$ cat src/rtl/ready_pkg.sv
// ready_pkg: shared FSM encoding and default wait-state counts for ready_controller
package ready_pkg;
  typedef enum logic [1:0] {IDLE, WAIT, POLL, DONE} state_t;
  localparam int DEFAULT_IO_WAIT_STATES = 4;
  localparam int DEFAULT_MEM_WAIT_STATES = 0;
endpackage

$ cat src/rtl/ready_sync.sv
// ready_sync: two-flop synchroniser for the per-source ready lines, advanced on CPU clock rising edges
module ready_sync #(
  parameter int WIDTH = 3
) (
  input  logic             clock,
  input  logic             reset_n,
  input  logic             enable,
  input  logic [WIDTH-1:0] d,
  output logic [WIDTH-1:0] q
);
  logic [WIDTH-1:0] meta;
  always_ff @(posedge clock or negedge reset_n)
    if (!reset_n) begin
      meta <= '0;
      q <= '0;
    end else if (enable) begin
      meta <= d;
      q <= meta;
    end
endmodule

$ cat src/rtl/ready_controller.sv
// ready_controller: 8088 READY generator merging per-source ready with programmable waits and a bus-hang watchdog
module ready_controller
  import ready_pkg::*;
#(
  parameter int NUM_SRC        = 3,
  parameter int WS_WIDTH       = 4,
  parameter int TIMEOUT_CYCLES = 64,
  parameter int TO_WIDTH       = 8
) (
  input  logic                clock,
  input  logic                reset_n,
  input  logic                cpu_clock_posedge,
  input  logic                cpu_clock_negedge,
  input  logic                INTA_N,
  input  logic                IO_OR_M,
  input  logic                IOR_N,
  input  logic                IOW_N,
  input  logic                MEMR_N,
  input  logic                MEMW_N,
  input  logic [NUM_SRC-1:0]  ready_in,
  input  logic [NUM_SRC-1:0]  ready_mask,
  input  logic [WS_WIDTH-1:0] io_wait_states,
  input  logic [WS_WIDTH-1:0] mem_wait_states,
  input  logic                timeout_clear,
  output logic                RDY,
  output logic                timeout_pulse,
  output logic                timeout_status,
  output logic [NUM_SRC-1:0]  timeout_source
);
  localparam logic [TO_WIDTH-1:0] to_last = TO_WIDTH'(TIMEOUT_CYCLES > 0 ? TIMEOUT_CYCLES - 1 : 0);
  state_t state, state_nx;
  logic [WS_WIDTH-1:0] ws, ws_load;
  logic [TO_WIDTH-1:0] to_cnt;
  logic [NUM_SRC-1:0] ready_q, stalled;
  logic cmd, src_ok, fire, hit, rdy_next;
  assign cmd = ~IOR_N | ~IOW_N | ~MEMR_N | ~MEMW_N;
  assign ws_load = IO_OR_M ? io_wait_states : mem_wait_states;
  assign src_ok = &(ready_q | ~ready_mask);
  assign stalled = ready_mask & ~ready_q;
  ready_sync #(.WIDTH(NUM_SRC)) u_sync (
    .clock(clock),
    .reset_n(reset_n),
    .enable(cpu_clock_posedge),
    .d(ready_in),
    .q(ready_q)
  );
  always_ff @(posedge clock or negedge reset_n)
    if (!reset_n) state <= IDLE;
    else if (cpu_clock_posedge) state <= state_nx;
  // A released command aborts any stalled cycle; a ready source beats the watchdog on the same edge.
  always_comb begin
    state_nx = state == IDLE ? (cmd && INTA_N ? (ws_load != '0 ? WAIT : POLL) : IDLE)
             : !cmd ? IDLE
             : state == WAIT ? (ws == WS_WIDTH'(1) ? POLL : WAIT)
             : state == POLL ? (src_ok || fire ? DONE : POLL)
             : DONE;
  end
  always_comb begin
    rdy_next = state == IDLE || state == DONE;
    fire = TIMEOUT_CYCLES != 0 && state == POLL && cmd && !src_ok && to_cnt == to_last;
    hit = cpu_clock_posedge && fire;
  end
  always_ff @(posedge clock or negedge reset_n)
    if (!reset_n) begin
      ws <= '0;
      to_cnt <= '0;
    end else if (cpu_clock_posedge) begin
      ws <= state_nx == WAIT ? (state == IDLE ? ws_load : ws - WS_WIDTH'(1)) : '0;
      to_cnt <= state == POLL && state_nx == POLL ? to_cnt + TO_WIDTH'(1) : '0;
    end
  // A clear arriving with a fresh timeout drops only the old capture.
  always_ff @(posedge clock or negedge reset_n)
    if (!reset_n) begin
      RDY <= 1'b0;
      timeout_pulse <= 1'b0;
      timeout_status <= 1'b0;
      timeout_source <= '0;
    end else begin
      if (cpu_clock_negedge) RDY <= rdy_next;
      timeout_pulse <= hit;
      timeout_status <= hit || (timeout_status && !timeout_clear);
      timeout_source <= (hit ? stalled : '0) | (timeout_clear ? '0 : timeout_source);
    end
endmodule

$ cat config.mk
export PLATFORM = sky130hd
export DESIGN_NAME = ready_controller
export DESIGN_NICKNAME = d
export VERILOG_FILES = /design/src/rtl/ready_pkg.sv /design/src/rtl/ready_sync.sv /design/src/rtl/ready_controller.sv
export SDC_FILE = /design/constraint.sdc
export NUM_CORES = 1
export LEC_CHECK = 0
export ABC_AREA = 1
export BUFFER_PORTS_ARGS = -buffer_cell sky130_fd_sc_hd__buf_2
export CAP_MARGIN = 20
export CORE_MARGIN = 2
export CORE_UTILIZATION = 58
export DETAILED_ROUTE_END_ITERATION = 12
export GPL_TIMING_DRIVEN = 0
export HOLD_SLACK_MARGIN = 0.05
export PLACE_DENSITY = 0.84
export REMOVE_ABC_BUFFERS = 1
export SLEW_MARGIN = 30
export SYNTH_ARGS = -nofsm -noshare
export SYNTH_HDL_FRONTEND = slang
export SYNTH_SLANG_ARGS = --single-unit
export TNS_END_PERCENT = 10
$ cat constraint.sdc
create_clock -name clock -period 3.2 [get_ports clock]
set_input_delay 0.16 -clock clock [delete_from_list [all_inputs] [get_ports clock]]
set_output_delay 0.16 -clock clock [all_outputs]
set_load 0.01 [all_outputs]
# Yosys cells after proc, flatten, opt, wreduce, memory -nomap -nowiden
# Cells that the tools add are included.
# totals
ff_bits	26
output_inout_bits	6
inputBits	25
wordCells	59
# classes
n_mux	14
n_eq_ne	7
n_addsub	2
bitwise	12
reduce_logical	15
# op_table
op	n
$mux W2	6
$mux W4	3
$add A8 B1 Y8 const B	1
$eq A8 B6 Y1 const B	1
$mux W8	1
$logic_and A1 B1 Y1	7
$eq A2 B2 Y1 const B	3
$mux W3	2
$not A3 Y3	2
$or A3 B3 Y3	2
$eq A2 B1 Y1 const B	2
$eq A4 B1 Y1 const B	1
$not A1 Y1	4
$reduce_bool A4 Y1	1
$sub A4 B1 Y4 const B	1
$and A3 B3 Y3	1
$logic_or A1 B1 Y1	3
$or A1 B1 Y1	3
$reduce_and A3 Y1	1
$logic_not A1 Y1	2
$logic_not A2 Y1	1
$mux W1	2

# Logic depth before layout (Yosys ltp)
# logic_depth
ltp_word	16
depth_mapped	10
depth_no_buf	10

# Cells and area by module
# A second synthesis with hierarchy kept.
# hier_totals
cells_unflattened	180
area_unflattened_um2	1506.4
# by_module_without_submodules
module	area_each_um2	cells_per_inst	n_inst	seq_area_each_um2
ready_controller	1285.0	155	1	500.5
ready_sync	221.5	25	1	150.1

# Least setup slack after synthesis
# Ideal clock, no wire load.
# synth_path
kind	register to register
start	reg state[0]
end	reg to_cnt[2]
arrival_ns	1.436
path_buffers	0
path_slack_ns	1.689
period_less_slack_ns	1.511
stages_incl_launch_ff	8
setup_time_ns	0.075
required_time_ns	3.125
path_cell_list	dfrtp_1 -> inv_1 -> ha_1 -> nor2_1 -> nand2_4 -> a21boi_4 -> nand3_4 -> a21oi_2
# synth_via
elab_chain_len	13
elab_cells_between_ends	15
classes_between	eq/ne: 3; mux: 6; reduce/logical: 6
# synth_lines
item	line	rtl
start: declaration	ready_controller.sv:31	state_t state, state_nx;
start signal: assignment	ready_controller.sv:49	else if (cpu_clock_posedge) state <= state_nx;
$eq A2 B2 Y1	ready_controller.sv:55, ready_controller.sv:60, ready_controller.sv:69	
$logic_and A1 B1 Y1 (3 in a row)	ready_controller.sv:60	fire = TIMEOUT_CYCLES != 0 && state == POLL && cmd && !src_ok && to_cnt == to_last;
$logic_or A1 B1 Y1	ready_controller.sv:55	: state == POLL ? (src_ok || fire ? DONE : POLL)
$mux W1 (2 in a row)	ready_controller.sv:55	
$mux W2	ready_controller.sv:54	: state == WAIT ? (ws == WS_WIDTH'(1) ? POLL : WAIT)
$mux W2	ready_controller.sv:53	: !cmd ? IDLE
$mux W2	ready_controller.sv:52	state_nx = state == IDLE ? (cmd && INTA_N ? (ws_load != '0 ? WAIT : POLL) : IDLE)
$eq A2 B2 Y1	ready_controller.sv:69	to_cnt <= state == POLL && state_nx == POLL ? to_cnt + TO_WIDTH'(1) : '0;
$logic_and A1 B1 Y1 (*)	ready_controller.sv:69	
$mux W8 (*)	ready_controller.sv:69	
end signal: assignment	ready_controller.sv:69	
end: declaration	ready_controller.sv:33	logic [TO_WIDTH-1:0] to_cnt;
# Mark *: on every way between the ends. The rest lies on a longest branch, timed or not.
# A chain may end at the register's enable or synchronous reset.

# Worst setup path after layout
# layout_path
start	reg state[0]
end	reg to_cnt[4]
# The elaborated chain is that of the path after synthesis.

==> metrics.md <==
| Metric | Value |
|---|---|
| Status | `completed` |
| RePlAce Congestion | `0.820` |
| Die H | `54.7 microns` |
| Busiest grt layer | `met2` |
| Max cap viols | `0` |
| Final setup viols | `0` |
| Fin. Hold Viols | `0` |
| DRC violations left | `0` |
| CP arrival | `1.98 ns` |
| Clock power frac | `0.167` |
| Layout area overhead | `18.0%` |
| VDD IR-drop max | `0.536 mV` |
| CTS Buf Count | `3` |
| Crit. End Element | `register` |
| Cells after synthesis | `176` |
| Fin worst setup slack | `1.48 ns` |
| Initial antenna violation count | `0` |
| Top FF cell, synth | `dfrtp_1` |
| Hold/Removal Path Class | `input port to register` |
| Seq cells post-synth | `26` |
| Die width | `54.7 microns` |
| Sequential share of the synthesized area | `0.436` |
| Worst slew pin tran | `0.567 ns` |
| Initial Util | `0.608` |
| Vias in the first global route | `1198` |
| Mean area per synthesized cell | `8.47 sq um` |
| Gate power share | `0.427` |
| Largest net degree at the start of global routing | `27` |
| Power per cell area | `579 nW/um^2` |
| Sw power | `0.403 mW` |
| Nets | `244` |
| HPWL after DPL | `2140 microns` |
| Initial DRC count | `19` |
| Final setup TNS | `0 ns` |
| Post-Place Worst Slack | `1.51 ns` |
| First-pass GRT wire length | `4840 microns` |
| Register Area | `651 sq um` |
| Grt ovf | `0` |
| Top Ports | `31` |
| Crit-path max cell delay | `0.39 ns` |
| Share of layout cells above drive strength 1 | `0.288` |
| Port Buffers | `30` |
| R2R Setup Slk | `1.48 ns` |
| Number of flops mapped to enable cells by yosys | `0` |
| DR WL/cell | `11.7 microns` |
| Post-synth ARST share | `1.00` |
| Startpoint types | `register` |
| Multi-input gate area | `746 sq um` |
| Worst Path Required | `3.46 ns` |
| Total GRT Usage | `0.222` |
| Number of antenna repair diodes | `0` |
| Vias per cell | `5.21` |
| WL final | `2820 microns` |
| Critical path cell sequence | `inv_1, ha_1, nor2_1, nand2_4, a21boi_4, nand3_4, a21oi_2` |
| Core area | `2450 sq um` |
| Post-synth top area share | `0.436` |
| Commonest cells after routing, fill and taps aside | `49 x nand2_1, 30 x buf_2, 26 x dfrtp_1, 14 x inv_1` |
| Root Buffer | `clkbuf_4` |
| 1st-pass router iterations | `4` |
| Sw Share | `0.395` |
| RSZ-0062 raised after global routing | `false` |
| CTS tree | `done` |
| Most common cell after layout, fill and taps aside | `nand2_1` |
| Clk slew on worst S/H paths | `0.15 ns` |
| Area leader, netlist | `dfrtp_1` |
| H-tree depth | `1` |
| Skew-Pair Late Insertion Delay | `0.33 ns` |
| Yosys cell types | `29` |
| Global Route met1 Usage | `0.260` |
| Final Max Slew Viols | `0` |
| Tmin final | `1.72 ns` |
| Final clock period utilization by the worst path | `0.538` |
| Row count | `18` |
| Clock skew | `0.0178 ns` |
| Top cells by area, synth | `dfrtp_1 44%, nand2_1 12%, ha_1 5.0%, inv_1 3.5%, a21oi_2 3.5%` |
| CP Class | `register to register` |
| Worst path slowest cell | `dfrtp_1` |
| Rel. slew slack | `0.622` |
| Grt met3 use | `0.0355` |
| Part of the power in registers | `0.406` |
| Int Pwr | `0.615 mW` |
| Worst-case clock buffer depth | `2` |
| Fill cells | `195` |
| Ys Warns | `0` |
| Number of setup buffers added after CTS | `0` |
| Synth Cell Area | `1490 sq um` |
| Post-DRT Antenna Nets | `0` |
| DIE AREA | `2990 sq um` |
| Peak Freq | `580 MHz` |
| Static leakage | `0.875 nW` |
| Total number of vias | `1260` |
| GRT met2 Usage | `0.405` |
| Clock Sinks | `26` |
| Crit-path max FO | `8` |
final timing paths:
check / to / startpoint / cells after the start
min in group asynchronous: timeout_status / reset_n / 2
setup reg to reg: to_cnt[4] / state[0] / 7
max in group asynchronous: to_cnt[7] / reset_n / 2
setup / recovery: to_cnt[4] / state[0] / 7
hold / removal: timeout_source[1] / ready_mask[1] / 3
hold reg to reg: u_sync.meta[1] / u_sync.meta[1] / 2
synth_stat cells (2+ instances only):
cell / number
a21oi_1: 5
a21oi_2: 6
clkbuf_1: 2
dfrtp_1: 26
ha_1: 6
inv_1: 14
inv_2: 6
nand2_1: 49
nand2_2: 4
nand3_1: 8
nand3_4: 3
nand3b_1: 2
nand4_1: 3
nor2_1: 8
nor2_4: 2
o21ai_0: 8
o21ai_1: 4
o21ai_2: 2
o22ai_1: 3
xor2_1: 6
layout make-up:
class / count / share of cell area
flip-flops and latches: 26 / 0.370
well taps: 30 / 0.0213
multi-input cells: 125 / 0.424
repair buffers: 36 / 0.119
inverters: 21 / 0.0448
clock buffers: 4 / 0.0206
worst max-delay path: cells and delay by family, from the launching register on:
family	cells	cell delay [ns]
buf+inv	1	0.08
compound gates	2	0.34
flops	1	0.39
fa+ha+maj	1	0.25
simple gates	3	0.59
repair_timing:
action	in CTS	in global routing
endpoints found under the hold margin	32	0
endpoints found under the setup margin	0	0
hold buffers	6	0
gates resized for setup	0	0
power groups by stage:
stage,Combinational (mW),Clock [mW],Sequential (mW)
floorplan,0.331,0,0.415
global placement,0.411,0,0.416
detailed placement,0.433,0,0.419
CTS,0.439,0.171,0.412
global route,0.489,0.182,0.420
finish,0.435,0.170,0.413
metrics by stage:
step | hold WS [ns] | std cells | area, sq um | utilization | total power, mW
6_report | 0.0983 | 242 | 1760 | 0.717 | 1.02
5_1_grt | 0.134 | 242 | 1760 | 0.717 | 1.09
4_1_cts | 0.0996 | 242 | 1760 | 0.717 | 1.02
3_3_place_gp | 0.166 | 232 | 1660 | 0.677 | 0.827
3_5_place_dp | 0.189 | 232 | 1660 | 0.677 | 0.851
2_1_floorplan | -0.136 | 172 | 1480 | - | 0.746
flip-flops by register name (all words and copies together), names as in the netlist:
| name | cells |
|---|---|
| state | 2 |
| u_sync.q | 3 |
| to_cnt | 8 |
| RDY | 1 |
| u_sync.meta | 3 |
| timeout_source | 3 |
| timeout_pulse | 1 |
| ws | 4 |
| timeout_status | 1 |
per-layer routing:
| metal | vias to the layer above | wire length (microns) | part of all wire |
|---|---|---|---|
| met1 | 595 | 1250 | 0.44 |
| li1 | 637 | - | - |
| met5 | - | 0 | 0 |
| met2 | 26 | 1460 | 0.52 |
| met4 | 0 | 19 | 0.0067 |
| met3 | 2 | 94 | 0.033 |
kinds of logic (layout without fill, tap and decap cells):
family / Yosys count / in the layout / share of synthesized area
adder cells (fa/ha/maj): 6 / 6 / 0.0503
XOR/XNOR: 7 / 7 / 0.0411
buffers and inverters: 25 / 61 / 0.0638
AO/OA/AOI/OAI: 29 / 29 / 0.129
AND/OR/NAND/NOR: 83 / 83 / 0.279
flip-flops: 26 / 26 / 0.436
Power figures use the tool's default switching activity.
